===== src/rtl/imem_arbiter_pkg.sv =====
`default_nettype none
// ============================================================================
// Module      : imem_arbiter_pkg
// Description : Shared constants for the instruction-memory arbiter: memory
//               geometry, the NOP opcode, controller state encodings and an
//               address range-check helper.
// Revision    : 1.0 - initial release
// ============================================================================
package imem_arbiter_pkg;

    localparam int IMEM_ADDR_W = 10;
    localparam int IMEM_DEPTH  = 1024;
    localparam int IMEM_DATA_W = 16;

    localparam logic [IMEM_DATA_W-1:0] IMEM_NOP = 16'h0000;

    localparam logic [1:0] ST_HALT  = 2'd0;
    localparam logic [1:0] ST_RUN   = 2'd1;
    localparam logic [1:0] ST_FAULT = 2'd2;

    // A word address is usable only below the implemented depth; the upper
    // address bits take part in the check so aliased addresses are caught.
    function automatic logic addr_in_range(input logic [15:0] addr, input int depth);
        logic [31:0] w_addr;
        w_addr = {16'b0, addr};
        return (w_addr < 32'(depth));
    endfunction

endpackage
`default_nettype wire


===== src/rtl/imem_arbiter_if.sv =====
`default_nettype none
// ============================================================================
// Module      : imem_arbiter_if
// Description : Bundles the host port, CPU fetch port and memory port of the
//               instruction-memory arbiter. slave = arbiter side,
//               master = the surrounding system (host, CPU, memory).
// Revision    : 1.0 - initial release
// ============================================================================
interface imem_arbiter_if
    import imem_arbiter_pkg::*;
#(
    parameter int ADDR_W = IMEM_ADDR_W
);
    // Host program-load / debug port
    logic                   host_run;
    logic                   host_halt;
    logic                   host_req;
    logic                   host_we;
    logic [15:0]            host_addr;
    logic [15:0]            host_wdata;
    logic                   host_gnt;
    logic                   host_rvalid;
    logic [15:0]            host_rdata;
    logic                   host_rerr;

    // CPU fetch port
    logic [15:0]            cpu_pc;
    logic [15:0]            cpu_op;
    logic                   cpu_stall;
    logic                   cpu_rst_n;
    logic                   cpu_fault;

    // Memory port
    logic [ADDR_W-1:0]      mem_addr;
    logic                   mem_we;
    logic [15:0]            mem_wdata;
    logic [15:0]            mem_rdata;

    modport slave (
        input  host_run, host_halt, host_req, host_we, host_addr, host_wdata,
        output host_gnt, host_rvalid, host_rdata, host_rerr,
        input  cpu_pc,
        output cpu_op, cpu_stall, cpu_rst_n, cpu_fault,
        output mem_addr, mem_we, mem_wdata,
        input  mem_rdata
    );

    modport master (
        output host_run, host_halt, host_req, host_we, host_addr, host_wdata,
        input  host_gnt, host_rvalid, host_rdata, host_rerr,
        output cpu_pc,
        input  cpu_op, cpu_stall, cpu_rst_n, cpu_fault,
        input  mem_addr, mem_we, mem_wdata,
        output mem_rdata
    );

endinterface
`default_nettype wire


===== src/rtl/imem_host_port.sv =====
`default_nettype none
// ============================================================================
// Module      : imem_host_port
// Description : Host-side range check and registered read response. Every
//               host transfer produces a one-cycle rvalid pulse in the next
//               cycle; rdata carries memory data only for in-range reads.
// Revision    : 1.0 - initial release
// ============================================================================
module imem_host_port
    import imem_arbiter_pkg::*;
#(
    parameter int DEPTH = IMEM_DEPTH
) (
    input  wire logic        clk,
    input  wire logic        rst_n,
    input  wire logic        i_xfer,
    input  wire logic        i_we,
    input  wire logic [15:0] i_addr,
    input  wire logic [15:0] i_mem_rdata,
    output logic             o_in_range,
    output logic             o_rvalid,
    output logic [15:0]      o_rdata,
    output logic             o_rerr
);

    logic        r_rvalid;
    logic [15:0] r_rdata;
    logic        r_rerr;
    logic        w_in_range;

    assign w_in_range = addr_in_range(i_addr, DEPTH);

    // Capture the response of the transfer granted in this cycle.
    always_ff @(posedge clk or negedge rst_n) begin
        if (!rst_n) begin
            r_rvalid <= 1'b0;
            r_rdata  <= '0;
            r_rerr   <= 1'b0;
        end else begin
            r_rvalid <= i_xfer;
            r_rerr   <= i_xfer & ~w_in_range;
            r_rdata  <= (i_xfer & ~i_we & w_in_range) ? i_mem_rdata : '0;
        end
    end

    assign o_in_range = w_in_range;
    assign o_rvalid   = r_rvalid;
    assign o_rdata    = r_rdata;
    assign o_rerr     = r_rerr;

endmodule
`default_nettype wire


===== src/rtl/imem_arbiter.sv =====
`default_nettype none
// ============================================================================
// Module      : imem_arbiter
// Description : Single-port access controller for the instruction memory.
//               HALT holds the CPU in reset and gives the host the port; RUN
//               lets the host steal at most MAX_STEAL consecutive cycles
//               before the CPU gets one; an out-of-range CPU fetch traps to
//               FAULT with a sticky cpu_fault flag.
// Revision    : 1.0 - initial release
// ============================================================================
module imem_arbiter
    import imem_arbiter_pkg::*;
#(
    parameter int          ADDR_W    = IMEM_ADDR_W,
    parameter int          DEPTH     = IMEM_DEPTH,
    parameter int          MAX_STEAL = 4,
    parameter logic [15:0] NOP       = IMEM_NOP
) (
    input  wire logic      clk,
    input  wire logic      rst_n,
    imem_arbiter_if.slave  bus
);

    localparam int             CNT_W       = $clog2(MAX_STEAL + 1);
    localparam logic [CNT_W-1:0] C_MAX_STEAL = CNT_W'(MAX_STEAL);

    logic [1:0]       r_state;
    logic [1:0]       w_next_state;
    logic [CNT_W-1:0] r_steal_cnt;
    logic [CNT_W-1:0] w_steal_next;
    logic             r_cpu_rst_n;
    logic             r_cpu_fault;

    logic             w_run;
    logic             w_host_gnt;
    logic             w_xfer;
    logic             w_host_in_range;
    logic             w_pc_in_range;
    logic             w_cpu_fetch;

    assign w_run = (r_state == ST_RUN);

    // Outside RUN the host owns the port outright, so any request is granted;
    // in RUN the steal budget decides.
    assign w_host_gnt    = w_run ? (bus.host_req & (r_steal_cnt < C_MAX_STEAL))
                                 : bus.host_req;
    assign w_xfer        = bus.host_req & w_host_gnt;
    assign w_pc_in_range = addr_in_range(bus.cpu_pc, DEPTH);
    assign w_cpu_fetch   = w_run & ~w_xfer;

    // Next-state decode; halt has priority over run in every state.
    always_comb begin
        w_next_state = r_state;
        if (bus.host_halt) begin
            w_next_state = ST_HALT;
        end else begin
            case (r_state)
                ST_HALT:  if (bus.host_run) w_next_state = ST_RUN;
                ST_RUN:   if (w_cpu_fetch & ~w_pc_in_range) w_next_state = ST_FAULT;
                ST_FAULT: w_next_state = ST_FAULT;
                default:  w_next_state = ST_HALT;
            endcase
        end
    end

    // Steal counter: counts consecutive RUN host transfers, cleared by a CPU
    // cycle or any state change.
    always_comb begin
        w_steal_next = '0;
        if (w_run && w_xfer && (w_next_state == r_state)) begin
            w_steal_next = (r_steal_cnt == C_MAX_STEAL) ? r_steal_cnt
                                                       : r_steal_cnt + CNT_W'(1);
        end
    end

    // State, steal counter and the registered CPU control outputs.
    always_ff @(posedge clk or negedge rst_n) begin
        if (!rst_n) begin
            r_state     <= ST_HALT;
            r_steal_cnt <= '0;
            r_cpu_rst_n <= 1'b0;
            r_cpu_fault <= 1'b0;
        end else begin
            r_state     <= w_next_state;
            r_steal_cnt <= w_steal_next;
            r_cpu_rst_n <= (w_next_state != ST_HALT);
            r_cpu_fault <= (w_next_state == ST_FAULT);
        end
    end

    // Memory port mux: the host wins the address only on a granted transfer.
    assign bus.mem_addr  = w_xfer ? bus.host_addr[ADDR_W-1:0] : bus.cpu_pc[ADDR_W-1:0];
    assign bus.mem_wdata = bus.host_wdata;
    assign bus.mem_we    = w_xfer & bus.host_we & w_host_in_range;

    assign bus.host_gnt  = w_host_gnt;

    // CPU sees memory data only on its own in-range fetch cycles.
    assign bus.cpu_op    = (w_cpu_fetch & w_pc_in_range) ? bus.mem_rdata : NOP;
    assign bus.cpu_stall = ~w_run | w_xfer | ~w_pc_in_range;
    assign bus.cpu_rst_n = r_cpu_rst_n;
    assign bus.cpu_fault = r_cpu_fault;

    imem_host_port #(
        .DEPTH       (DEPTH)
    ) u_host_port (
        .clk         (clk),
        .rst_n       (rst_n),
        .i_xfer      (w_xfer),
        .i_we        (bus.host_we),
        .i_addr      (bus.host_addr),
        .i_mem_rdata (bus.mem_rdata),
        .o_in_range  (w_host_in_range),
        .o_rvalid    (bus.host_rvalid),
        .o_rdata     (bus.host_rdata),
        .o_rerr      (bus.host_rerr)
    );

endmodule
`default_nettype wire


===== src/flat_wrapper.sv =====
// flat-port wrapper written by rule: the top's interface ports become plain ports
module imem_arbiter_flat import imem_arbiter_pkg::*;
#(
    parameter int          ADDR_W    = IMEM_ADDR_W,
    parameter int          DEPTH     = IMEM_DEPTH,
    parameter int          MAX_STEAL = 4,
    parameter logic [15:0] NOP       = IMEM_NOP
)
  (clk, rst_n, bus_host_run, bus_host_halt, bus_host_req, bus_host_we, bus_host_addr, bus_host_wdata, bus_host_gnt, bus_host_rvalid, bus_host_rdata, bus_host_rerr, bus_cpu_pc, bus_cpu_op, bus_cpu_stall, bus_cpu_rst_n, bus_cpu_fault, bus_mem_addr, bus_mem_we, bus_mem_wdata, bus_mem_rdata);
  imem_arbiter_if #(.ADDR_W(ADDR_W)) bus_i ();
  input  wire logic clk;
  input  wire logic rst_n;
  input wire logic [$bits(bus_i.host_run)-1:0] bus_host_run;
  input wire logic [$bits(bus_i.host_halt)-1:0] bus_host_halt;
  input wire logic [$bits(bus_i.host_req)-1:0] bus_host_req;
  input wire logic [$bits(bus_i.host_we)-1:0] bus_host_we;
  input wire logic [$bits(bus_i.host_addr)-1:0] bus_host_addr;
  input wire logic [$bits(bus_i.host_wdata)-1:0] bus_host_wdata;
  output wire logic [$bits(bus_i.host_gnt)-1:0] bus_host_gnt;
  output wire logic [$bits(bus_i.host_rvalid)-1:0] bus_host_rvalid;
  output wire logic [$bits(bus_i.host_rdata)-1:0] bus_host_rdata;
  output wire logic [$bits(bus_i.host_rerr)-1:0] bus_host_rerr;
  input wire logic [$bits(bus_i.cpu_pc)-1:0] bus_cpu_pc;
  output wire logic [$bits(bus_i.cpu_op)-1:0] bus_cpu_op;
  output wire logic [$bits(bus_i.cpu_stall)-1:0] bus_cpu_stall;
  output wire logic [$bits(bus_i.cpu_rst_n)-1:0] bus_cpu_rst_n;
  output wire logic [$bits(bus_i.cpu_fault)-1:0] bus_cpu_fault;
  output wire logic [$bits(bus_i.mem_addr)-1:0] bus_mem_addr;
  output wire logic [$bits(bus_i.mem_we)-1:0] bus_mem_we;
  output wire logic [$bits(bus_i.mem_wdata)-1:0] bus_mem_wdata;
  input wire logic [$bits(bus_i.mem_rdata)-1:0] bus_mem_rdata;
  assign bus_i.host_run = bus_host_run;
  assign bus_i.host_halt = bus_host_halt;
  assign bus_i.host_req = bus_host_req;
  assign bus_i.host_we = bus_host_we;
  assign bus_i.host_addr = bus_host_addr;
  assign bus_i.host_wdata = bus_host_wdata;
  assign bus_host_gnt = bus_i.host_gnt;
  assign bus_host_rvalid = bus_i.host_rvalid;
  assign bus_host_rdata = bus_i.host_rdata;
  assign bus_host_rerr = bus_i.host_rerr;
  assign bus_i.cpu_pc = bus_cpu_pc;
  assign bus_cpu_op = bus_i.cpu_op;
  assign bus_cpu_stall = bus_i.cpu_stall;
  assign bus_cpu_rst_n = bus_i.cpu_rst_n;
  assign bus_cpu_fault = bus_i.cpu_fault;
  assign bus_mem_addr = bus_i.mem_addr;
  assign bus_mem_we = bus_i.mem_we;
  assign bus_mem_wdata = bus_i.mem_wdata;
  assign bus_i.mem_rdata = bus_mem_rdata;
  imem_arbiter #(.ADDR_W(ADDR_W), .DEPTH(DEPTH), .MAX_STEAL(MAX_STEAL), .NOP(NOP)) u_core (.clk(clk), .rst_n(rst_n), .bus(bus_i));
endmodule

===== config.mk =====
export PLATFORM = sky130hd
export DESIGN_NAME = imem_arbiter_flat
export DESIGN_NICKNAME = d
export VERILOG_FILES = /design/src/rtl/imem_arbiter_pkg.sv /design/src/rtl/imem_arbiter_if.sv /design/src/rtl/imem_host_port.sv /design/src/rtl/imem_arbiter.sv /design/src/flat_wrapper.sv
export SDC_FILE = /design/constraint.sdc
export NUM_CORES = 1
export LEC_CHECK = 0
export CAP_MARGIN = 20
export CELL_PAD_IN_SITES_DETAIL_PLACEMENT = 1
export CELL_PAD_IN_SITES_GLOBAL_PLACEMENT = 1
export CORE_ASPECT_RATIO = 1.25
export CORE_MARGIN = 3
export CORE_UTILIZATION = 22
export CTS_BUF_LIST = sky130_fd_sc_hd__clkbuf_8
export DETAILED_ROUTE_END_ITERATION = 16
export PLACE_DENSITY = 0.94
export SYNTH_ARGS = -nofsm -noshare
export SYNTH_HDL_FRONTEND = slang
export SYNTH_SLANG_ARGS = --single-unit

===== constraint.sdc =====
create_clock -name clk -period 4.5 [get_ports clk]
set_input_delay 0.9 -clock clk [delete_from_list [all_inputs] [get_ports clk]]
set_output_delay 0.9 -clock clk [all_outputs]
set_load 0.05 [all_outputs]

==> flow_metrics.tcl <==
set metrics [dict create \
    tightestPinTransition_ns 0.643 \
    grt_use_total 0.123 \
    postRouteAntennaNets 0 \
    gp_congestion 0.704 \
    synth_most_common_cell "dfrtp_1" \
    path_common_cell "clkdlybuf4s50_1" \
    path_buf_inv 3 \
    h-tree-depth 1 \
    wire_per_inst_um 14.7 \
    place_hpwl_um 3650 \
    cts.clk_slew.worst_paths_ns 0.08 \
    cp_cell_sequence "clkdlybuf4s50_1, or4_4, nor4_4, inv_2, clkdlybuf4s50_1" \
    worst_path_largest_cell_delay_ns 0.69 \
    powerDensity_mw_per_mm2 195 \
    wl_um 4310 \
    final_core_util 0.437 \
    slew_violations 0 \
    syn_to_final_growth_pct 90.2 \
    netlist_instances 124 \
    async_flop_share 1.00 \
    synth_fp_nets 196 \
    p_leak_nw 1.04 \
    first_pass_iters 2 \
    ys_warn_count 0 \
    ir_drop_mv 0.104 \
    clockBufferDepth 2 \
    worstHoldStart "u_core.r_steal_cnt[0]" \
    antenna_found_initial 0 \
    syn_avg_cell_area_um2 10.9 \
    min_period_ns 3.79 \
    synth_common_cells "dfrtp_1 (25), and2_1 (18), buf_4 (16), nor3b_1 (16), mux2_1 (10)" \
    viasPerCell 4.22 \
    nNetsFinal 285 \
    crit_start "bus_cpu_pc[15]" \
    rows 31 \
    cp_top_family "buffers and inverters" \
    rr_startpoint "u_core.r_state[1]" \
    ctsHoldBuffers 0 \
    cts_buffers 3 \
    setup_violations 0 \
    fill_cells 624 \
    netlist.area_leader.share 0.462 \
    path_class "primary input to output pin" \
    fin_tns_setup_ns 0 \
    cts_tree "built" \
    period_share 0.842 \
    start_util 0.230 \
    synth_edf_count 0 \
    io_buffers 102 \
    critPathMaxFanout 2 \
    yosysTopAreaCell "dfrtp_1" \
    cts_sinks 25 \
    grt_pass1_wl_um 7040 \
    synth_cell_types 26 \
    vias 1242 \
    slowest_stage "clkdlybuf4s50_1" \
    critPathRequiredTime_ns 3.60 \
    maxCapViolations 0 \
    endpoint_kind "output pin" \
    power.total_w 0.000502 \
    cts_resized 0 \
    finalHoldViolations 0 \
    dp_slack_ns 0.707 \
    post_cts_buffers 0 \
    skew_ns 0.00243 \
    syn_area_mm2 0.00136 \
    hold_path_class "register to register" \
    status "complete, no violations" \
    ys_seq_area_frac 0.462 \
    antennaDiodeCount 0 \
    crit_arrival_ns 2.89 \
    die_width_um 76.2 \
    drc 0 \
    grt_pass1_vias 1428 \
    grt_overflow 0 \
    ys.flop_type "dfrtp_1" \
    relSlewSlack 0.571 \
    drive_gt1_frac 0.146 \
    holdWs_ns 0.502 \
    ys_ff_latch 25 \
    setup.worst_path.start_class "primary input" \
    worstSkewPairLatency_ns 0.26 \
    fin_ws_ns 0.712 \
    io_pins 135 \
    die_area_mm2 0.00714 \
    synth.area.top_cells "dfrtp_1 (46%), buf_4 (8.9%), nor3b_1 (8.9%)" \
    rsz0062_at_grt "false" \
    drt_iter0_markers 57 \
    cts_root_buffer "clkbuf_8" \
    die_h_um 93.7 \
    fmax_mhz 264 \
    grt_start_max_net_pins 26 \
    coreArea_mm2 0.00590 \
]
[worst reg2reg max path: cells and delay by family (launching register included)]
family          cells  cell delay, ns
flops               1            0.45
simple gates        1            0.33
compound gates      2            0.70
[power by group]
group	leakage, nW	total [W]	switching, W	internal (W)
logic	0.676	0.000142	0.0000700	0.0000724
clock network	0.0269	0.000127	0.0000662	0.0000609
registers	0.341	0.000232	0.00000355	0.000229
total	1.04	0.000502	0.000140	0.000362
[cells by family after synthesis]
logic type / Yosys count / share of synthesized area
buf+inv: 29 / 0.133
simple gates: 51 / 0.253
mux: 10 / 0.0831
compound gates: 7 / 0.0508
flops: 25 / 0.462
fa+ha+maj: 2 / 0.0185
[flip-flops by register name (all words and copies together) (netlist names)]
signal,count
u_core.u_host_port.o_rdata,16
u_core.r_steal_cnt,3
u_core.r_state,2
u_core.bus.cpu_fault,1
u_core.bus.cpu_rst_n,1
u_core.u_host_port.o_rerr,1
u_core.u_host_port.o_rvalid,1
[final timing paths]
path                                                      end  slack [ns]  depth (start not counted)
worst min register to register          u_core.r_steal_cnt[0]        0.50                          1
worst max-delay path                            bus_cpu_stall        0.71                          5
max in group asynchronous               u_core.r_steal_cnt[1]        3.16                          2
worst min-delay path                    u_core.r_steal_cnt[0]        0.50                          1
worst max register to register      u_core.u_host_port.o_rerr        2.87                          3
min in group asynchronous       u_core.u_host_port.o_rdata[5]        0.92                          1
[per-stage QoR]
stage          area, um^2  cells
2_1_floorplan        1360    124
5_1_grt              2580    294
3_3_place_gp         2500    289
3_5_place_dp         2500    289
4_1_cts              2550    293
6_report             2580    294
[cell type report]
| cell class | count | area (um^2) | share of cell area |
|---|---|---|---|
| timing repair buffer | 106 | 1230 | 0.477 |
| clock inverter | 1 | 3.75 | 0.00146 |
| inverter | 7 | 26.3 | 0.0102 |
| sequential | 25 | 626 | 0.243 |
| tap | 82 | 103 | 0.0398 |
| clock buffer | 3 | 41.3 | 0.0160 |
| multi-input combinational | 70 | 549 | 0.213 |
[placed cells by master (no fill, tap or decap), types with 4 or more instances in the layout]
| cell type | count |
|---|---|
| and2_1 | 18 |
| dfrtp_1 | 25 |
| inv_1 | 7 |
| clkdlybuf4s50_1 | 85 |
| nor2_1 | 5 |
| nor3b_1 | 16 |
| buf_12 | 16 |
| buf_4 | 4 |
| mux2_1 | 10 |
[routing by layer]
metal	vias to the layer above	track usage	routed length, um
met5	-	0	0
met4	0	0.0438	43
met3	8	0.0336	409
met2	85	0.236	2280
met1	580	0.130	1580
li1	569	-	-
(Power assumes the default switching activity.)
